$ cat src/rtl/ps2_kb_fifo_rx.sv
// PS/2 keyboard receiver: synchronise/filter, frame deserialiser, E0/F0 decoder, show-ahead queue.
// Optional build macro KB_BREAK_EVENTS_EN queues break-prefixed keys instead of dropping them.
`timescale 1ns/1ps
module ps2_kb_fifo_rx #(
    parameter int unsigned CLK_HZ      = 100000000,
    parameter int unsigned FIFO_AW     = 4,
    parameter int unsigned SYNC_STAGES = 2,
    parameter int unsigned FILT_LEN    = 4,
    parameter int unsigned TIMEOUT_US  = 200
) (
    input  logic               clk,
    input  logic               rst_n,
    input  logic               PS2Clk,
    input  logic               PS2Data,
    input  logic               KB_read_en,
    input  logic               KB_clear,
    output logic               KB_status,
    output logic [9:0]         KB_data,
    output logic               buf_full,
    output logic [FIFO_AW:0]   fill_level,
    output logic               overflow,
    output logic               frame_err
);

    localparam int unsigned DEPTH       = 2 ** FIFO_AW;
    localparam int unsigned TIMEOUT_CYC = CLK_HZ / 1000000 * TIMEOUT_US;
    localparam int unsigned TW          = $clog2(TIMEOUT_CYC + 1);
    localparam int unsigned FW          = $clog2(FILT_LEN + 1);
    localparam logic [FIFO_AW:0] DEPTH_L = (FIFO_AW + 1)'(DEPTH);

    // ------------------------------------------------------------------
    // Input conditioning
    // ------------------------------------------------------------------
    logic [SYNC_STAGES-1:0] clk_sync_q, dat_sync_q;
    logic                   clk_s, dat_s;

    always_ff @(posedge clk or negedge rst_n) begin
        if (!rst_n) begin
            clk_sync_q <= '1;
            dat_sync_q <= '1;
        end else begin
            clk_sync_q <= {clk_sync_q[SYNC_STAGES-2:0], PS2Clk};
            dat_sync_q <= {dat_sync_q[SYNC_STAGES-2:0], PS2Data};
        end
    end

    assign clk_s = clk_sync_q[SYNC_STAGES-1];
    assign dat_s = dat_sync_q[SYNC_STAGES-1];

    logic          filt_q, filt_d;
    logic [FW-1:0] filt_cnt_q, filt_cnt_d;
    logic          strobe_q;

    // The filtered clock flips only once FILT_LEN samples in a row disagree with it.
    always_comb begin
        filt_d     = filt_q;
        filt_cnt_d = '0;
        if (clk_s != filt_q) begin
            if (filt_cnt_q == FW'(FILT_LEN - 1)) begin
                filt_d = clk_s;
            end else begin
                filt_cnt_d = filt_cnt_q + 1'b1;
            end
        end
    end

    always_ff @(posedge clk or negedge rst_n) begin
        if (!rst_n) begin
            filt_q     <= 1'b1;
            filt_cnt_q <= '0;
            strobe_q   <= 1'b0;
        end else begin
            filt_q     <= filt_d;
            filt_cnt_q <= filt_cnt_d;
            strobe_q   <= filt_q & ~filt_d;
        end
    end

    // ------------------------------------------------------------------
    // Frame FSM
    // ------------------------------------------------------------------
    typedef enum logic [0:0] {StIdle, StRecv} state_e;

    state_e        state_q, state_d;
    logic [3:0]    bit_cnt_q, bit_cnt_d;
    logic [7:0]    shift_q, shift_d;
    logic          parity_q, parity_d;
    logic [TW-1:0] to_cnt_q, to_cnt_d;
    logic          byte_valid_q, byte_valid_d;
    logic          frame_err_q, frame_err_d;
    logic          timeout;

    assign timeout = (state_q == StRecv) && (to_cnt_q >= TW'(TIMEOUT_CYC - 1));

    always_comb begin
        state_d      = state_q;
        bit_cnt_d    = bit_cnt_q;
        shift_d      = shift_q;
        parity_d     = parity_q;
        to_cnt_d     = to_cnt_q;
        byte_valid_d = 1'b0;
        frame_err_d  = 1'b0;
        case (state_q)
            StIdle: begin
                to_cnt_d = '0;
                if (strobe_q && !dat_s) begin
                    state_d   = StRecv;
                    bit_cnt_d = '0;
                end
            end
            StRecv: begin
                if (strobe_q) begin
                    to_cnt_d  = '0;
                    bit_cnt_d = bit_cnt_q + 1'b1;
                    if (bit_cnt_q < 4'd8) begin
                        shift_d = {dat_s, shift_q[7:1]};
                    end else if (bit_cnt_q == 4'd8) begin
                        parity_d = dat_s;
                    end else begin
                        state_d = StIdle;
                        // Odd parity over data+parity, and stop bit must be high.
                        if (((^shift_q) ^ parity_q) & dat_s) begin
                            byte_valid_d = 1'b1;
                        end else begin
                            frame_err_d = 1'b1;
                        end
                    end
                end else if (timeout) begin
                    state_d     = StIdle;
                    frame_err_d = 1'b1;
                    to_cnt_d    = '0;
                end else begin
                    to_cnt_d = to_cnt_q + 1'b1;
                end
            end
            default: state_d = StIdle;
        endcase
    end

    always_ff @(posedge clk or negedge rst_n) begin
        if (!rst_n) begin
            state_q      <= StIdle;
            bit_cnt_q    <= '0;
            shift_q      <= '0;
            parity_q     <= 1'b0;
            to_cnt_q     <= '0;
            byte_valid_q <= 1'b0;
            frame_err_q  <= 1'b0;
        end else begin
            state_q      <= state_d;
            bit_cnt_q    <= bit_cnt_d;
            shift_q      <= shift_d;
            parity_q     <= parity_d;
            to_cnt_q     <= to_cnt_d;
            byte_valid_q <= byte_valid_d;
            frame_err_q  <= frame_err_d;
        end
    end

    assign frame_err = frame_err_q;

    // ------------------------------------------------------------------
    // Prefix decoder
    // ------------------------------------------------------------------
    logic       ext_q, ext_d;
    logic       brk_q, brk_d;
    logic       push_q, push_d;
    logic [9:0] push_data_q, push_data_d;

    always_comb begin
        ext_d       = ext_q;
        brk_d       = brk_q;
        push_d      = 1'b0;
        push_data_d = push_data_q;
        if (KB_clear) begin
            ext_d = 1'b0;
            brk_d = 1'b0;
        end else if (byte_valid_q) begin
            case (shift_q)
                8'hE0: ext_d = 1'b1;
                8'hF0: brk_d = 1'b1;
                8'h00, 8'hFF: begin
                    // Keyboard overrun codes: discarded, prefixes kept.
                end
                default: begin
`ifdef KB_BREAK_EVENTS_EN
                    push_d      = 1'b1;
                    push_data_d = {brk_q, ext_q, shift_q};
`else
                    // Break bit is never stored in this build, so KB_data[9] stays 0.
                    push_d      = ~brk_q;
                    push_data_d = {1'b0, ext_q, shift_q};
`endif
                    ext_d = 1'b0;
                    brk_d = 1'b0;
                end
            endcase
        end
    end

    always_ff @(posedge clk or negedge rst_n) begin
        if (!rst_n) begin
            ext_q       <= 1'b0;
            brk_q       <= 1'b0;
            push_q      <= 1'b0;
            push_data_q <= '0;
        end else begin
            ext_q       <= ext_d;
            brk_q       <= brk_d;
            push_q      <= push_d;
            push_data_q <= push_data_d;
        end
    end

    // ------------------------------------------------------------------
    // Show-ahead event queue
    // ------------------------------------------------------------------
    logic [9:0]         mem_q [DEPTH];
    logic [FIFO_AW-1:0] wr_ptr_q, wr_ptr_d;
    logic [FIFO_AW-1:0] rd_ptr_q, rd_ptr_d;
    logic [FIFO_AW:0]   count_q, count_d;
    logic               overflow_q, overflow_d;
    logic               full, do_push, do_pop;

    assign full    = (count_q == DEPTH_L);
    assign do_pop  = KB_read_en && (count_q != '0) && !KB_clear;
    assign do_push = push_q && !KB_clear && (!full || do_pop);

    always_comb begin
        wr_ptr_d   = wr_ptr_q;
        rd_ptr_d   = rd_ptr_q;
        count_d    = count_q;
        overflow_d = overflow_q;
        if (KB_clear) begin
            wr_ptr_d   = '0;
            rd_ptr_d   = '0;
            count_d    = '0;
            overflow_d = 1'b0;
        end else begin
            if (do_push) wr_ptr_d = wr_ptr_q + 1'b1;
            if (do_pop)  rd_ptr_d = rd_ptr_q + 1'b1;
            case ({do_push, do_pop})
                2'b10:   count_d = count_q + 1'b1;
                2'b01:   count_d = count_q - 1'b1;
                default: count_d = count_q;
            endcase
            if (push_q && full && !do_pop) overflow_d = 1'b1;
        end
    end

    always_ff @(posedge clk or negedge rst_n) begin
        if (!rst_n) begin
            wr_ptr_q   <= '0;
            rd_ptr_q   <= '0;
            count_q    <= '0;
            overflow_q <= 1'b0;
        end else begin
            wr_ptr_q   <= wr_ptr_d;
            rd_ptr_q   <= rd_ptr_d;
            count_q    <= count_d;
            overflow_q <= overflow_d;
        end
    end

    always_ff @(posedge clk) begin
        if (do_push) mem_q[wr_ptr_q] <= push_data_q;
    end

    assign KB_status  = (count_q != '0);
    assign KB_data    = KB_status ? mem_q[rd_ptr_q] : 10'h000;
    assign buf_full   = full;
    assign fill_level = count_q;
    assign overflow   = overflow_q;

endmodule

$ cat config.mk
export PLATFORM = sky130hd
export DESIGN_NAME = ps2_kb_fifo_rx
export DESIGN_NICKNAME = d
export VERILOG_FILES = /design/src/rtl/ps2_kb_fifo_rx.sv
export SDC_FILE = /design/constraint.sdc
export NUM_CORES = 1
export LEC_CHECK = 0
export ABC_CLOCK_PERIOD_IN_PS = 3100
export CORE_MARGIN = 2
export CORE_UTILIZATION = 40
export CTS_CLUSTER_SIZE = 28
export DETAILED_ROUTE_END_ITERATION = 12
export HOLD_SLACK_MARGIN = 0.02
export PLACE_DENSITY = 0.63
export SYNTH_ARGS = -nofsm -noshare
export SYNTH_HDL_FRONTEND = slang
export SYNTH_SLANG_ARGS = --single-unit
$ cat constraint.sdc
create_clock -name clk -period 3.1 [get_ports clk]
set_clock_uncertainty 0.15 [all_clocks]
set_input_delay 0.31 -clock clk [delete_from_list [all_inputs] [get_ports clk]]
set_output_delay 0.31 -clock clk [all_outputs]
set_load 0.02 [all_outputs]
### After elaboration in Yosys (flattened, before gate mapping)

Memory sizes are Yosys's and may differ from the RTL's.
Index checks and enable logic that the tools add are counted.

* output and inout port bits: 19
* memories kept: 1
* register bits: 66
* input bits: 6
* RAM bits: 144

* add/subtract/negate cells: 7
* reductions and logical operators: 30
* multiplexer cells: 47
* order comparisons: 2
* bitwise logic cells: 9
* equality and inequality tests: 13

Memory list
* mem_q: words 16, bits a word 9, read ports 1, clocked after memory_dff 0, wr ports 1, line 218 `logic [9:0] mem_q [DEPTH];`

Operators by type and width (count)
* $mux W15: 2
* $pmux W15 S2: 1
* $mux W1: 29
* $eq A8 B8 Y1 const B: 3
* $mux W4: 6
* $add A15 B1 Y15 const B: 1
* $ge A15 B15 Y1 const B: 1
* $add A4 B1 Y4 const B: 3
* $mux W10: 1
* $pmux W5 S2: 1
* $logic_and A1 B1 Y1: 8
* $logic_not A8 Y1: 1
* $pmux W4 S2: 1
* $reduce_bool A2 Y1: 4
* $reduce_xor A8 Y1: 1
* $mux W3: 2
* $not A1 Y1: 6
* $pmux W1 S2: 3
* $reduce_and A2 Y1: 3
* $reduce_and A3 Y1: 2
* $reduce_or A3 Y1: 2
* $add A5 B1 Y5 const B: 1
* $eq A5 B5 Y1 const B: 1
* $mux W5: 1
* 18 further kinds: 24

### Logic depth before layout (Yosys ltp)

Gate-level depths: netlist of run 1.

* depth after elaboration: 8
* mapped depth: 12
* gate-level depth less buffers: 11

### Worst setup path before layout of run 1

No wires, ideal clock.

* path kind: register to register
* from: register count_q[1] (netlist: fill_level[1])
* to: register count_q[3] (netlist: fill_level[3])
* cell stages (with the launch flop): 13
* path buffers: 1
* required time: 2.825 ns
* data arrival time: 2.562 ns
* path slack: 0.263 ns
* path through: dfrtp_1 nor4_4 nand2b_1 clkbuf_2 nand2_1 or3_1 inv_1 ha_1 a21o_1 a21oi_1 xor2_1 nor2_1 mux2_2

* longest elaborated chain between the ends: 8

Ends and longest elaborated chain
* start, declared: line 221 `logic [FIFO_AW:0] count_q, count_d;`
* start signal, assigned: line 260 `count_q <= count_d;`
* $reduce_bool A5 Y1 (*)
* net KB_status: line 17 `output logic KB_status,`
* $logic_and A1 B1 Y1 (*) (2 in a row): line 226 `assign do_pop = KB_read_en && (count_q != '0) && !KB_clear;`
* $logic_or A1 B1 Y1: line 227 `assign do_push = push_q && !KB_clear && (!full || do_pop);`
* $logic_and A1 B1 Y1: line 227
* $eq A2 B1 Y1 or $eq A2 B2 Y1 (tied branches): line 242 `case ({do_push, do_pop})`
* $pmux W5 S2: line 242
* $mux W5: line 234 `if (KB_clear) begin`

The timed path passes the listed nets; every way through them passes the cells marked *.
A chain may end at the register's enable or synchronous reset.

### Worst setup path after layout of run 1

* from: register rd_ptr_q[0]
* to: output KB_data[8]

* longest elaborated chain between the ends: 2

Ends and longest elaborated chain
* start, declared: line 220 `logic [FIFO_AW-1:0] rd_ptr_q, rd_ptr_d;`
* start signal, assigned: line 259 `rd_ptr_q <= rd_ptr_d;`
* $mem_v2 Z16 W9
* $mux W10: line 270 `assign KB_data = KB_status ? mem_q[rd_ptr_q] : 10'h000;`
* end, declared: line 18 `output logic [9:0] KB_data,`

Every way passes these cells.

==> results.py, run 1 <==
metrics = {
    "synth": {
        "synth_ff_type": "edfxtp_1",
        "synth_seq_cells": 210,
        "synth_enable_flop_cells": 144,
        "synth_top_area_cell": "edfxtp_1",
        "synth_cell_types": 51,
        "yosysTopAreaCellShare_pct": 48.9,
        "synth_cells": 555,
        "yosys_warnings": 0,
        "ys_seq_area_share_pct": 67.6,
        "yosysMostFrequentCell": "edfxtp_1",
        "async_reset_ff_share_pct": 31.4,
        "syn_area_mm2": 0.00885,
        "syn_avg_cell_area_um2": 15.9,
        "synth_area_leaders": "edfxtp_1 (49%), dfrtp_1 (17%), mux4_2 (9.2%)",
        "synth_fp_nets": 583,
        "ys_top_cells_by_count": "edfxtp_1 (144), dfrtp_1 (61), nor2_1 (51), mux4_2 (36), nand2_1 (28)",
    },
    "floorplanning": {
        "die-area_mm2": 0.0233,
        "coreArea_mm2": 0.0218,
        "ios": 25,
        "row_count": 54,
        "fp.dieH_um": 153,
        "die_w_um": 153,
        "start_util_pct": 40.7,
    },
    "sta": {
        "max_freq_mhz": 333,
        "worst_slew_pin_slew_ns": 0.824,
        "setup_tns_ns": 0,
        "setup_viol": 0,
        "slew_headroom_pct": 45.1,
        "hold_violations": 0,
        "layout_min_cycle_time_ns": 3.00,
        "slew_violations": 0,
        "finalCritPeriodShare_pct": 96.7,
        "rsz0062_at_grt": "false",
    },
    "clock_network": {
        "clk_pin_slew_ns": 0.05,
        "cts.sinks": 210,
        "tritoncts.num_buffers": 22,
        "cts_tree": "done",
        "clk_latency_ns": 0.51,
        "htree_levels": 1,
        "cts_buffer_depth": 3,
        "clockRootBuffer": "clkbuf_16",
    },
    "min_path": {
        "hp-class": "input pin to flip-flop",
        "hold-path-cell-count": 1,
    },
    "pwr": {
        "power_density_mw_per_mm2": 670,
        "swShare_pct": 26.3,
        "net-switching-power_w": 0.00181,
        "p_int_w": 0.00506,
        "pwr-share-seq_pct": 45.9,
        "pwr-share-comb_pct": 19.0,
        "p_clk_share_pct": 35.1,
        "leakage_nw": 3.96,
        "ir_worst_vdd_uv": 393,
    },
    "global_route": {
        "gr-total-overflow": 0,
        "gr-usage-all-layers_pct": 14.7,
        "grt_pass1_wl_um": 27000,
        "antenna_found_initial": 0,
        "grt_start_max_net_pins": 40,
        "grt_pass1_vias": 4826,
    },
    "setup_path": {
        "path_cells": "buf_12 > mux4_2 > mux2i_1 > o22ai_1 > clkdlybuf4s50_1",
        "r2r-start": "fill_level[1]",
        "startpoint": "rd_ptr_q[0]",
        "cp_data_required_time_ns": 2.64,
        "slowest_delay_ns": 0.55,
        "path_class": "flip-flop to primary output",
        "endpoint": "KB_data[8]",
        "end_kind": "primary output",
        "crit_buf_inv": 2,
        "reg2reg_to": "fill_level[3]",
        "worst_setup_path_start_kind": "flip-flop",
        "crit_cells": 5,
        "reg2reg_depth": 11,
        "crit_fanout": 15,
        "critical_path_arrival_ns": 2.54,
        "regToRegSetupSlack_ns": 0.31,
        "crit_slowest_cell": "clkdlybuf4s50_1",
        "cp_top_family": "buffers and inverters",
    },
    "routing": {
        "wl_per_cell_um": 18.5,
        "postRouteAntennaNets": 0,
        "first_pass_iters": 4,
        "drc_errors": 0,
        "avgViaCountPerCell": 5.19,
        "drt_iter0_drc": 242,
        "routed_wirelength_um": 16700,
        "num_vias": 4683,
    },
    "placed_design": {
        "hpwl_um": 10900,
        "place.gp.congestion": 0.747,
        "portBuffers": 23,
        "dp.cells": 862,
    },
    "layout": {
        "fin_nets": 638,
        "multi_input_area_mm2": 0.00267,
        "num_antenna_cells": 0,
        "seq_area_mm2": 0.00599,
        "drive_gt1_share_pct": 20.9,
        "finalNonFillerCells": 903,
        "post-route-util_pct": 47.2,
        "area_growth_pct": 16.0,
        "n_fill_cell": 1859,
    },
    "outcome": {
        "status": "complete, no violations",
    },
    "job": {
        "cap_violations": 0,
    },
}
power by group through the flow:
stage	clock [W]	sequential [W]	combinational, W
floorplan	0	0.00318	0.000852
global placement	0	0.00322	0.00130
detailed placement	0	0.00322	0.00133
CTS	0.00246	0.00316	0.00133
global route	0.00259	0.00317	0.00143
finish	0.00241	0.00316	0.00131
flip-flops by register name, summed over array words and instances, names as in the netlist, 2 cells and up:
| register | flops |
|---|---|
| wr_ptr_q | 4 |
| dat_sync_q | 2 |
| push_data_q | 9 |
| mem_q | 144 |
| rd_ptr_q | 4 |
| shift_q | 8 |
| bit_cnt_q | 4 |
| filt_cnt_q | 3 |
| to_cnt_q | 15 |
| fill_level | 5 |
| clk_sync_q | 2 |
cell families (layout without fill, tap and decap cells):
kind of cell | after synthesis | count (layout) | share of synthesized area (%)
flops | 210 | 210 | 67.6
simple gates | 133 | 133 | 7.41
mux | 71 | 71 | 13.3
compound gates | 48 | 48 | 3.59
buf+inv | 45 | 113 | 2.35
xor+xnor | 25 | 25 | 2.47
fa+ha+maj | 22 | 22 | 3.20
other cells | 1 | 1 | 0.0424
cell usage in the layout, fill, tap and decap left out, types with 2 or more instances in the layout:
master,n
nor3b_1,3
inv_1,22
xor2_1,14
ha_1,21
nand2_1,27
buf_12,4
clkbuf_8,4
dlymetal6s2s_1,2
dfrtp_1,60
o21ai_0,16
dlygate4sd2_1,6
mux2i_2,3
o22ai_1,9
buf_4,26
nand2b_1,8
xnor2_1,11
edfxtp_1,144
or2_2,2
clkinv_1,4
nor3_1,6
clkbuf_16,22
a21oi_1,7
dfstp_2,5
o31ai_1,2
nand4_1,7
a22o_1,2
a31oi_1,2
and3_1,2
mux2i_1,18
mux2_2,14
clkbuf_1,6
o2bb2ai_1,2
mux4_2,36
or3_1,2
nor4_1,2
nor2_1,51
clkdlybuf4s50_1,14
nand3_1,13
worst register-to-register path, cell delays in order (launching register included):
cell      delay [ns]
dfrtp_1         0.46
nor4_4          0.35
nand2b_1        0.12
nand2_1         0.18
or3_1           0.16
inv_1           0.08
ha_1            0.29
a21o_1          0.18
a21oi_1         0.20
xor2_1          0.19
nor2_1          0.05
mux2_2          0.26
worst min-delay path by stage:
stage                   from       endpoint  slack [ns]
6_report              PS2Clk  clk_sync_q[0]        0.07
5_1_grt               PS2Clk  clk_sync_q[0]        0.04
4_1_cts               PS2Clk  clk_sync_q[0]        0.05
3_5_place_dp   dat_sync_q[0]  dat_sync_q[1]        0.20
3_3_place_gp   dat_sync_q[0]  dat_sync_q[1]        0.20
2_1_floorplan          rst_n   bit_cnt_q[0]       -0.14
per-layer routing:
metal | wire length, um | track usage, %
met5 | 0 | 0
met4 | 213 | 3.70
met3 | 918 | 2.76
met2 | 8080 | 23.1
met1 | 7520 | 21.2
through the flow:
step	hold WS (ns)	power (W)	area [um^2]	worst slack [ns]
2_1_floorplan	-0.136	0.00404	8850	0.263
4_1_cts	0.0541	0.00695	10200	0.00755
5_1_grt	0.0449	0.00719	10300	0.0171
3_3_place_gp	0.196	0.00452	9550	0.367
3_5_place_dp	0.200	0.00455	9550	0.296
6_report	0.0712	0.00687	10300	0.101
cell type report:
type	instances	share of cell area, %
flip-flops and latches	210	58.3
multi-input cells	300	26.1
clock buffers	32	6.12
repair buffers	54	4.95
well taps	280	3.41
inverters	22	0.805
clock inverters	5	0.305
repair_timing:
action / CTS / global route
hold buffers: 1 / 0
setup endpoints to repair: 9 / 3
setup buffers: 3 / 0
gates resized for setup: 10 / 4
hold endpoints to repair: 34 / 0
No activity file was read; power rests on OpenSTA's default activity.
==> inputs of run 2 (changes only) <==
GPL_TIMING_DRIVEN = 0   (was default)
RECOVER_POWER = 100   (was default)
==> results.py, run 2 (same netlist as run 1, synthesis figures left out) <==
metrics = {
    "outcome": {
        "status": "finished, violations left",
        "violations": "capacitance limit, slew limit",
    },
    "layout": {
        "num_antenna_cells": 0,
        "drive_gt1_share_pct": 18.2,
        "final_cell_mix": "edfxtp_1 (144), dfrtp_1 (60), nor2_1 (51)",
        "area_growth_pct": 14.6,
        "top_register": "mem_q",
        "reg_top3": "mem_q: 144 flops, to_cnt_q: 15 flops, push_data_q: 9 flops",
        "post-route-util_pct": 46.6,
        "mostFrequentLayoutCell": "edfxtp_1",
        "fin_nets": 634,
        "largest_reg_flops": 144,
    },
    "clock_network": {
        "cts_tree": "done",
        "cts_buffer_depth": 3,
        "tritoncts.num_buffers": 22,
        "htree_levels": 1,
        "cts.sinks": 210,
        "clockRootBuffer": "clkbuf_16",
        "clk_latency_ns": 0.50,
        "clk_pin_slew_ns": 0.06,
    },
    "routing": {
        "num_vias": 4727,
        "postRouteAntennaNets": 0,
        "drt_iter0_drc": 392,
        "first_pass_iters": 5,
        "drc_errors": 0,
        "avgViaCountPerCell": 5.25,
        "wl_per_cell_um": 19.1,
        "routed_wirelength_um": 17200,
    },
    "pwr": {
        "leakage_nw": 3.91,
        "ir_worst_vdd_uv": 333,
        "power_density_mw_per_mm2": 680,
    },
    "setup_path": {
        "path_class": "flip-flop to primary output",
        "crit_slowest_cell": "mux4_2",
        "cp_top_family": "multiplexers",
        "worst_setup_path_start_kind": "flip-flop",
        "critical_path_arrival_ns": 2.52,
        "slowest_delay_ns": 0.52,
        "cp_data_required_time_ns": 2.64,
        "crit_fanout": 10,
        "crit_buf_inv": 3,
        "end_kind": "primary output",
        "path_cells": "buf_12 > buf_8 > mux4_2 > mux2i_1 > o22ai_1 > dlygate4sd2_1",
    },
    "global_route": {
        "gr-usage-all-layers_pct": 15.0,
        "grt_pass1_vias": 4932,
        "grt_pass1_wl_um": 27500,
        "gr-total-overflow": 0,
        "antenna_found_initial": 0,
        "grt_start_max_net_pins": 67,
    },
    "min_path": {
        "hp-class": "input pin to flip-flop",
    },
    "placed_design": {
        "portBuffers": 22,
        "hpwl_um": 11200,
        "place.gp.congestion": 0.764,
    },
    "floorplanning": {
        "fp.dieH_um": 153,
        "die_w_um": 153,
        "row_count": 54,
        "die-area_mm2": 0.0233,
        "start_util_pct": 40.7,
        "coreArea_mm2": 0.0218,
        "ios": 25,
    },
    "sta": {
        "setup_viol": 0,
        "max_freq_mhz": 336,
        "rsz0062_at_grt": "false",
        "worst_slew_pin_slew_ns": 1.65,
        "layout_min_cycle_time_ns": 2.98,
        "finalCritPeriodShare_pct": 96.1,
        "hold_slack_ns": 0.201,
        "hold_violations": 0,
        "slew_headroom_pct": -10.0,
        "slew_violations": 67,
    },
    "job": {
        "cap_violations": 1,
    },
}
[run 2: cell count changes in the layout (fill, tap and decap cells not counted), sizes merged]
cell,delta
buf,-18
bufinv,+1
clkbuf,+14
clkdlybuf4s50,-14
dlygate4sd2,+3
dlygate4sd3,+13
dlymetal6s2s,-2
[run 2: path summary, 6_finish.rpt]
check | startpoint | end | slack, ns | cells after the start
max reg2reg | fill_level[1] | mem_q[2][1] | 0.21 | 7
max | rd_ptr_q[0] | KB_data[7] | 0.12 | 6
min | PS2Clk | clk_sync_q[0] | 0.20 | 1
min reg2reg | dat_sync_q[0] | dat_sync_q[1] | 0.21 | 0
min in group asynchronous | rst_n | fill_level[0] | 0.62 | 2
max in group asynchronous | rst_n | fill_level[0] | 1.11 | 2
[run 2: report_power, final]
group / switching (W) / internal (W)
Clock: 0.00101 / 0.00146
Combinational: 0.000728 / 0.000570
Sequential: 0.0000782 / 0.00305
[run 2: timing repair]
action,4_1_cts,5_1_grt
pin swaps,0,1
endpoints found under the setup margin,10,13
gates cloned,0,0
hold endpoints to repair,62,0
setup buffers,1,0
resized for setup,16,8
hold buffers,2,0
[run 2: layout make-up]
type,instances,area (um^2)
multi-input cells,300,2650
flip-flops and latches,210,5980
clock inverters,6,62.6
inverters,22,82.6
well taps,280,350
fillers,1867,11600
plain buffers,22,151
repair buffers,28,249
clock buffers,32,618
[run 2: layer usage]
layer / vias up / part of all wire [%] / GRT usage (%) / wire (um)
met1: 2393 / 45 / 21.6 / 7730
met5: - / 0 / 0 / 0
met2: 123 / 48 / 24.1 / 8230
met3: 31 / 5.3 / 2.70 / 919
li1: 2180 / - / - / -
met4: 0 / 2.0 / 3.62 / 336
[run 2: metrics by stage]
step / total power, W / cells / setup slack, ns / setup TNS (ns) / area [um^2]
floorplan: 0.00404 / 555 / 0.263 / 0 / 8850
global placement: 0.00449 / 857 / -0.509 / -42.64 / 9420
detailed placement: 0.00452 / 860 / -0.0913 / -0.411 / 9440
CTS: 0.00698 / 900 / 0.0281 / 0 / 10200
global route: 0.00719 / 900 / 0.00125 / 0 / 10100
finish: 0.00690 / 900 / 0.119 / 0 / 10100
==> inputs of run 3 (changes only) <==
CAP_MARGIN = 5   (was default)
CTS_BUF_LIST = sky130_fd_sc_hd__clkbuf_8 sky130_fd_sc_hd__clkbuf_16   (was default)
SLEW_MARGIN = 10   (was default)
==> results.py, run 3 (same netlist as run 1, synthesis figures left out) <==
metrics = {
    "outcome": {
        "status": "finished, violations left",
        "violations": "capacitance limit, slew limit",
    },
    "placed_design": {
        "place.gp.congestion": 0.764,
        "dp.cells": 857,
        "hpwl_um": 11100,
        "place_area_mm2": 0.00944,
        "post-place-ws_ns": -0.0590,
        "portBuffers": 22,
    },
    "min_path": {
        "hold_start": "PS2Data",
        "hold_path_end": "dat_sync_q[0]",
        "hold-path-cell-count": 1,
        "hp-class": "input pin to flip-flop",
    },
    "floorplanning": {
        "coreArea_mm2": 0.0218,
        "die_w_um": 153,
        "fp.dieH_um": 153,
        "ios": 25,
        "die-area_mm2": 0.0233,
        "start_util_pct": 40.7,
        "row_count": 54,
    },
    "routing": {
        "drt_iter0_drc": 315,
        "avgViaCountPerCell": 5.24,
        "wl_per_cell_um": 19.1,
        "routed_wirelength_um": 17200,
        "drc_errors": 0,
        "postRouteAntennaNets": 0,
        "num_vias": 4727,
        "first_pass_iters": 6,
    },
    "sta": {
        "slew_violations": 67,
        "slew_headroom_pct": -8.62,
        "setup_slack_ns": 0.0964,
        "rsz0062_at_grt": "false",
        "setup_viol": 0,
        "hold_violations": 0,
        "worst_slew_pin_slew_ns": 1.63,
        "finalCritPeriodShare_pct": 96.9,
        "max_freq_mhz": 333,
        "layout_min_cycle_time_ns": 3.00,
    },
    "clock_network": {
        "cts_buffer_depth": 3,
        "tritoncts.num_buffers": 23,
        "htree_levels": 1,
        "clk_pin_slew_ns": 0.06,
        "cts_tree": "done",
        "clk_latency_ns": 0.52,
        "clockRootBuffer": "clkbuf_16",
        "cts.sinks": 210,
    },
    "layout": {
        "fin_nets": 633,
        "drive_gt1_share_pct": 19.0,
        "reg_top3": "mem_q: 144 flops, to_cnt_q: 15 flops, push_data_q: 9 flops",
        "finalNonFillerCells": 902,
        "n_fill_cell": 1899,
        "final_cell_mix": "edfxtp_1 (144), dfrtp_1 (61), nor2_1 (51)",
        "top_register": "mem_q",
        "largest_reg_flops": 144,
        "post-route-util_pct": 46.7,
        "area_growth_pct": 14.7,
        "mostFrequentLayoutCell": "edfxtp_1",
        "stdcell_area_mm2": 0.0101,
        "num_antenna_cells": 0,
    },
    "setup_path": {
        "regToRegSetupSlack_ns": 0.20,
        "end_kind": "primary output",
        "cp_data_required_time_ns": 2.64,
        "path_class": "flip-flop to primary output",
        "crit_fanout": 10,
        "reg2reg_to": "fill_level[3]",
        "reg2reg_depth": 12,
        "r2r-start": "fill_level[0]",
        "worst_setup_path_start_kind": "flip-flop",
        "critical_path_arrival_ns": 2.54,
    },
    "pwr": {
        "leakage_nw": 3.94,
        "power_density_mw_per_mm2": 677,
        "ir_worst_vdd_uv": 445,
        "p_total_w": 0.00687,
    },
    "global_route": {
        "grt_pass1_wl_um": 27200,
        "antenna_found_initial": 0,
        "gr-usage-all-layers_pct": 14.9,
        "grt_pass1_vias": 4855,
        "grt_start_max_net_pins": 67,
        "gr-total-overflow": 0,
    },
    "job": {
        "cap_violations": 1,
    },
}
## run 3: what timing repair did
action	in CTS	in global routing
pin swaps	1	0
hold buffers	2	0
buffers inserted	1	1
resized for setup	20	7
endpoints found under the setup margin	10	7
endpoints found under the hold margin	62	0
## run 3: cell type report
class	instances	area [um^2]	share of cell area, %
flip-flops and latches	210	5980	58.9
multi-input cells	300	2670	26.3
clock buffers	23	576	5.67
well taps	280	350	3.45
repair buffers	26	240	2.37
plain buffers	22	151	1.49
clock inverters	19	100	0.986
inverters	22	82.6	0.814
## run 3: worst max path at each step
stage / slack, ns / end / startpoint
6_report: 0.1 / KB_data[7] / rd_ptr_q[0]
5_1_grt: 0.01 / KB_data[7] / rd_ptr_q[0]
4_1_cts: 0.01 / KB_data[5] / rd_ptr_q[0]
2_1_floorplan: 0.26 / fill_level[3] / fill_level[1]
3_3_place_gp: -0.51 / push_data_q[7] / rst_n
3_5_place_dp: -0.06 / fill_level[4] / KB_clear
## run 3: power by group
group | switching (W) | internal [W] | leakage [nW]
sequential | 0.0000788 | 0.00305 | 2.49
combinational | 0.000729 | 0.000582 | 1.10
clock | 0.00108 | 0.00136 | 0.353
## run 3: routing by layer
metal  part of all wire, %  GRT usage [%]  vias to the layer above
met4                   2.2           4.06                        0
met1                    44           21.0                     2392
met3                   5.1           2.53                       30
met2                    49           24.3                      118
met5                     0              0                        -
li1                      -              -                     2187
## run 3: worst max-delay path: stages (launching register included)
cell           delay, ns
dfrtp_1             0.42
buf_12              0.18
buf_8               0.17
mux4_2              0.54
mux2i_2             0.22
o22ai_1             0.13
dlygate4sd2_1       0.35
## run 3: stage by stage
step | TNS [ns] | hold WS [ns]
final | 0 | 0.183
after global routing | 0 | 0.168
after CTS | 0 | 0.0296
after detailed placement | -0.0812 | 0.197
after global placement | -42.64 | 0.197
after floorplan | 0 | -0.136
